===== src/rtl/led_mode_controller.sv =====
// Push-button front end for the LED blinker: synchronize, debounce, and step
// OFF/SLOW/MED/FAST/AUTO, driving the blinker's rate-select and enable gate.
module led_mode_controller #(
  parameter int unsigned DEBOUNCE_CYCLES = 250000,
  parameter int unsigned DWELL_CYCLES    = 25000000
) (
  input  logic       i_clk,
  input  logic       i_rst,
  input  logic       i_button,
  input  logic       i_hold,
  output logic       o_switch_1,
  output logic       o_switch_2,
  output logic       o_enable,
  output logic [2:0] o_mode,
  output logic       o_mode_change
);

  localparam int unsigned DB_W = $clog2(DEBOUNCE_CYCLES);
  localparam int unsigned DW_W = $clog2(DWELL_CYCLES);
  localparam logic [DB_W-1:0] DB_MAX = DB_W'(DEBOUNCE_CYCLES - 1);
  localparam logic [DW_W-1:0] DW_MAX = DW_W'(DWELL_CYCLES - 1);

  localparam logic [2:0] MODE_OFF  = 3'd0;
  localparam logic [2:0] MODE_SLOW = 3'd1;
  localparam logic [2:0] MODE_MED  = 3'd2;
  localparam logic [2:0] MODE_FAST = 3'd3;
  localparam logic [2:0] MODE_AUTO = 3'd4;

  localparam logic [1:0] STEP_SLOW = 2'd0;
  localparam logic [1:0] STEP_MED  = 2'd1;
  localparam logic [1:0] STEP_FAST = 2'd2;

  localparam logic [1:0] SEL_SLOW = 2'b11;
  localparam logic [1:0] SEL_MED  = 2'b10;
  localparam logic [1:0] SEL_FAST = 2'b00;
  localparam logic [1:0] SEL_OFF  = 2'b00;

  logic            sync_1;
  logic            sync;
  logic            stable;
  logic [DB_W-1:0] db_cnt;
  logic            press;

  logic [2:0]      mode;
  logic [2:0]      mode_nxt;
  logic [1:0]      step;
  logic [1:0]      step_nxt;
  logic [DW_W-1:0] dwell;
  logic [DW_W-1:0] dwell_nxt;

  logic [1:0]      sel_nxt;
  logic            enable_nxt;
  logic            mode_change_nxt;

  // Two-flop synchronizer and debounce; press is emitted on the same edge the
  // stable level rises so the mode update lands DEBOUNCE_CYCLES+3 edges out.
  always_ff @(posedge i_clk) begin
    if (i_rst) begin
      sync_1 <= 1'b0;
      sync   <= 1'b0;
      stable <= 1'b0;
      db_cnt <= '0;
      press  <= 1'b0;
    end else begin
      sync_1 <= i_button;
      sync   <= sync_1;
      press  <= 1'b0;
      if (sync == stable) begin
        db_cnt <= '0;
      end else if (db_cnt == DB_MAX) begin
        stable <= sync;
        db_cnt <= '0;
        press  <= sync;
      end else begin
        db_cnt <= db_cnt + DB_W'(1);
      end
    end
  end

  // State register, with the registered output stage alongside it.
  always_ff @(posedge i_clk) begin
    if (i_rst) begin
      mode          <= MODE_OFF;
      step          <= STEP_SLOW;
      dwell         <= '0;
      o_switch_1    <= 1'b0;
      o_switch_2    <= 1'b0;
      o_enable      <= 1'b0;
      o_mode_change <= 1'b0;
    end else begin
      mode          <= mode_nxt;
      step          <= step_nxt;
      dwell         <= dwell_nxt;
      o_switch_1    <= sel_nxt[1];
      o_switch_2    <= sel_nxt[0];
      o_enable      <= enable_nxt;
      o_mode_change <= mode_change_nxt;
    end
  end

  assign o_mode = mode;

  // Next-state logic; a press always beats dwell expiry in AUTO.
  always_comb begin
    mode_nxt  = mode;
    step_nxt  = step;
    dwell_nxt = dwell;
    case (mode)
      MODE_OFF: begin
        if (press) mode_nxt = MODE_SLOW;
      end
      MODE_SLOW: begin
        if (press) mode_nxt = MODE_MED;
      end
      MODE_MED: begin
        if (press) mode_nxt = MODE_FAST;
      end
      MODE_FAST: begin
        if (press) begin
          mode_nxt  = MODE_AUTO;
          step_nxt  = STEP_SLOW;
          dwell_nxt = '0;
        end
      end
      MODE_AUTO: begin
        if (press) begin
          mode_nxt  = MODE_OFF;
          step_nxt  = STEP_SLOW;
          dwell_nxt = '0;
        end else if (!i_hold) begin
          if (dwell == DW_MAX) begin
            dwell_nxt = '0;
            case (step)
              STEP_SLOW: step_nxt = STEP_MED;
              STEP_MED:  step_nxt = STEP_FAST;
              default:   step_nxt = STEP_SLOW;
            endcase
          end else begin
            dwell_nxt = dwell + DW_W'(1);
          end
        end
      end
      default: begin
        mode_nxt  = MODE_OFF;
        step_nxt  = STEP_SLOW;
        dwell_nxt = '0;
      end
    endcase
  end

  // Output decode from next state so registered outputs track the state edge.
  always_comb begin
    sel_nxt         = SEL_OFF;
    enable_nxt      = 1'b0;
    mode_change_nxt = (mode_nxt != mode) && (mode <= MODE_AUTO);
    case (mode_nxt)
      MODE_SLOW: begin
        sel_nxt    = SEL_SLOW;
        enable_nxt = 1'b1;
      end
      MODE_MED: begin
        sel_nxt    = SEL_MED;
        enable_nxt = 1'b1;
      end
      MODE_FAST: begin
        sel_nxt    = SEL_FAST;
        enable_nxt = 1'b1;
      end
      MODE_AUTO: begin
        enable_nxt = 1'b1;
        case (step_nxt)
          STEP_SLOW: sel_nxt = SEL_SLOW;
          STEP_MED:  sel_nxt = SEL_MED;
          default:   sel_nxt = SEL_FAST;
        endcase
      end
      default: begin
        sel_nxt    = SEL_OFF;
        enable_nxt = 1'b0;
      end
    endcase
  end

endmodule


===== config.mk =====
export PLATFORM = sky130hd
export DESIGN_NAME = led_mode_controller
export DESIGN_NICKNAME = d
export VERILOG_FILES = /design/src/rtl/led_mode_controller.sv
export SDC_FILE = /design/constraint.sdc
export NUM_CORES = 1
export LEC_CHECK = 0
export CORE_MARGIN = 3
export CORE_UTILIZATION = 54
export DETAILED_ROUTE_END_ITERATION = 8
export HOLD_SLACK_MARGIN = 0.06
export PLACE_DENSITY_LB_ADDON = 0.08
export SLEW_MARGIN = 10
export SYNTH_ARGS = -nofsm -noshare
export SYNTH_HDL_FRONTEND = slang
export SYNTH_SLANG_ARGS = --single-unit

===== constraint.sdc =====
create_clock -name i_clk -period 1.7 [get_ports i_clk]
set_input_delay 0.34 -clock i_clk [delete_from_list [all_inputs] [get_ports i_clk]]
set_output_delay 0.34 -clock i_clk [all_outputs]
set_load 0.01 [all_outputs]

==> out/results.tsv <==
stage	metric	value	unit
power_and_ir_drop	Clk network pwr share	0.361	
clocking	clk buf depth	2	
clocking	clock sink count	56	
final_layout	final design utilization	0.828	
final_layout	Area Overhead vs Synth	46.9	%
synth	Post-synth top flop	dfxtp_1	
clocking	TritonCTS clock tree	built	
route	DRC	0	
route	Detailed Routing Iterations Pass 1	6	
synth	Synth cell types	49	
final_layout	n_diodes	0	
final_layout	share of layout cells above drive strength 1	0.432	
worst_setup_path	Data arrival, critical path	2300	ps
synth	syn_area_per_cell	8.60	um2
final_layout	commonest non-fill, non-tap cell in the layout	buf_4	
timing	Hold Vio Cnt, Final	0	
clocking	clock root buffer	clkbuf_8	
power_and_ir_drop	Logic pwr share	0.039	
floorplan	starting density of the core	0.564	
timing	fmax	485	MHz
clocking	Clock Latency Late Sink	330	ps
global_routing	wire length of the first global-routing pass	11700	um
floorplan	Die Wd	76.7	um
clocking	Post-CTS Hold Buffers	0	
outcome	failing checks	negative setup slack	
timing	unrepaired setup endpoints after global routing	yes	
route	Antenna Nets Post-Route	0	
clocking	CTS HTree Levels	2	
power_and_ir_drop	total power	2.18	mW
power_and_ir_drop	Flop pwr share	0.599	
final_layout	fillers	285	
timing	worst clock skew	12.8	ps
worst_setup_path	Req. time, crit path	1940	ps
route	initial DRC count	229	
worst_hold_path	Hold Crit Class	reg -> reg	
power_and_ir_drop	Internal	1.65	mW
route	Vias	2778	
power_and_ir_drop	Switch Pwr	0.529	mW
synth	Syn Inst Count	314	
clocking	Worst-path clk slew	110	ps
synth	asr flop ratio synth	0	
synth	count of flip-flops with a built-in enable after synthesis	0	
global_routing	antenna violations before repair	0	
global_routing	GRT overflow	0	
global_routing	Tot GR Track Use	0.242	
timing	Period minus WS final	2060	ps
route	Post-Route WL	8350	um
placement	final estimated routing congestion in global placement	0.845	
worst_setup_path	crit-path max FO	6	
floorplan	Die ar.	5880	um2
power_and_ir_drop	Switching Share	0.243	
worst_setup_path	CP startpoint kind	flop	
synth	Netlist Area Pre-Place	2700	um2
synth	Yosys top cell area share	0.415	
global_routing	largest net degree at the start of global routing	20	
floorplan	Die Y-Extent	76.7	um
synth	area leader, netlist	dfxtp_1	
flow_run	max cap viols	0	
placement	DP HPWL	4480	um
outcome	status	finished with violations	
floorplan	CORE AREA	4790	um2
clocking	TritonCTS Buffers	5	
worst_setup_path	critical path type	reg -> reg	
synth	sequential area share after synthesis	0.415	
timing	Final Max Tran Viols	0	
worst_setup_path	CP endpoint kind	flop	
timing	final setup margin	-360	ps
timing	Rel. slew slack	0.592	
final_layout	sequential cell area	1150	um2
power_and_ir_drop	Leak	1.32	nW
worst_setup_path	crit path launch	dwell[16]$_SDFFE_PP0P_	
worst_setup_path	Worst R2R Start	dwell[16]$_SDFFE_PP0P_	
power_and_ir_drop	pwr dens	551	nW/um2
timing	worst-margin pin slew	612	ps
timing	Tcrit/Tclk final	1.21	
timing	endpoints failing setup	50	
floorplan	Row Count	25	
synth	yosys warns	0	
global_routing	vias in the first global route	2522	
route	Via density	6.00	
synth	post-synthesis net count	320	
route	drt wl/cell	18.0	um
synth	synth top area cells	dfxtp_1, xnor2_1, nor2_1	
final_layout	multi-input combinational cell area	1780	um2
placement	I/O Buffers	10	
synth	Yosys reg bits	56	
final_layout	Nets	401	
power_and_ir_drop	peak supply drop	517	uV
floorplan	Ports	11	
worst_hold_path	Hold Path Origin	sync_1$_SDFF_PP0_	
final_layout	most frequent cells in the layout	buf_4, dfxtp_1, xnor2_1	
-- per-layer routing --
layer  global-route usage  routed length, um  vias to the layer above
met3               0.0458                500                       31
met1                0.319               3530                     1342
met2                0.401               4020                      117
met5                    0                  0                        -
li1                     -                  -                     1288
met4               0.0779                306                        0
-- timing repair --
| item | CTS | global route |
|---|---|---|
| resized for setup | 42 | 65 |
| buffers inserted | 7 | 2 |
| pin swaps | 13 | 24 |
| setup endpoints to repair | 50 | 50 |
| cloned | 2 | 3 |
-- state kept, by name, indices dropped and copies added, names as in the netlist --
| signal | flops |
|---|---|
| stable | 1 |
| o_enable | 1 |
| o_mode_change | 1 |
| step | 2 |
| o_mode | 3 |
| o_switch_1 | 1 |
| press | 1 |
| sync_1 | 1 |
| db_cnt | 18 |
| o_switch_2 | 1 |
| sync | 1 |
| dwell | 25 |
-- power groups by stage --
| stage | clock (mW) | combinational [mW] | sequential [mW] |
|---|---|---|---|
| 4_1_cts | 0.795 | 0.0611 | 1.31 |
| 6_report | 0.788 | 0.0860 | 1.31 |
| 5_1_grt | 0.860 | 0.0896 | 1.31 |
| 2_1_floorplan | 0 | 0.0230 | 1.35 |
| 3_3_place_gp | 0 | 0.0475 | 1.35 |
| 3_5_place_dp | 0 | 0.0482 | 1.35 |
-- synth_stat cells, types with 2 or more instances --
| cell type | instances |
|---|---|
| and3_1 | 5 |
| or2_2 | 2 |
| a211oi_1 | 2 |
| o31ai_1 | 7 |
| nor2_1 | 40 |
| and4_1 | 6 |
| o21ai_0 | 11 |
| nor2b_1 | 2 |
| xnor2_1 | 28 |
| buf_2 | 4 |
| ha_1 | 2 |
| buf_6 | 2 |
| or3_1 | 10 |
| nand4_1 | 4 |
| inv_1 | 8 |
| nand2_1 | 20 |
| clkbuf_1 | 8 |
| nand3_1 | 17 |
| a21oi_1 | 18 |
| nor4b_1 | 4 |
| nor4_1 | 7 |
| xor2_1 | 3 |
| nor3_1 | 12 |
| o211ai_1 | 2 |
| dfxtp_1 | 56 |
| and2_1 | 3 |
| nand4b_1 | 2 |
| or4_1 | 8 |
-- area by class of cell --
| type | instances | share of cell area |
|---|---|---|
| repair buffers | 89 | 0.206 |
| clock buffers | 5 | 0.0174 |
| well taps | 67 | 0.0211 |
| clock inverters | 3 | 0.00694 |
| flip-flops and latches | 56 | 0.290 |
| inverters | 8 | 0.00758 |
| multi-input cells | 235 | 0.450 |
-- logic make-up after synthesis --
kind of cell,after synthesis,share of synthesized area
AO/OA/AOI/OAI,47,0.107
XOR/XNOR,31,0.101
adder cells (fa/ha/maj),2,0.00927
buffers and inverters,23,0.0394
flip-flops,56,0.415
multiplexers,1,0.00371
AND/OR/NAND/NOR,154,0.325
-- path summary, 6_finish.rpt --
path / to / slack (ps) / cells past startpoint
min: sync$_SDFF_PP0_ / 450 / 1
max reg2reg: o_switch_2$_SDFF_PP0_ / -360 / 5
min reg2reg: sync$_SDFF_PP0_ / 450 / 1
max: o_switch_2$_SDFF_PP0_ / -360 / 5
-- per-stage QoR --
step,TNS (ps),setup WS (ps),cells,instance area [um2],hold WS (ps)
after global routing,-9280,-403,463,3960,485
after CTS,-2920,-275,459,3650,449
after floorplan,-791,-165,314,2740,414
after global placement,-12780,-655,442,3350,423
after detailed placement,-13620,-661,442,3350,423
final,-6510,-360,463,3960,451
-- critical path, cell delays in order (launching register included) --
cell and delay (ps):
dfxtp_4 400, nand4b_1 170, or4_4 470, or3_4 340
or3_4 340, a32o_1 250
Note: power is estimated with default switching activity, not from simulation.
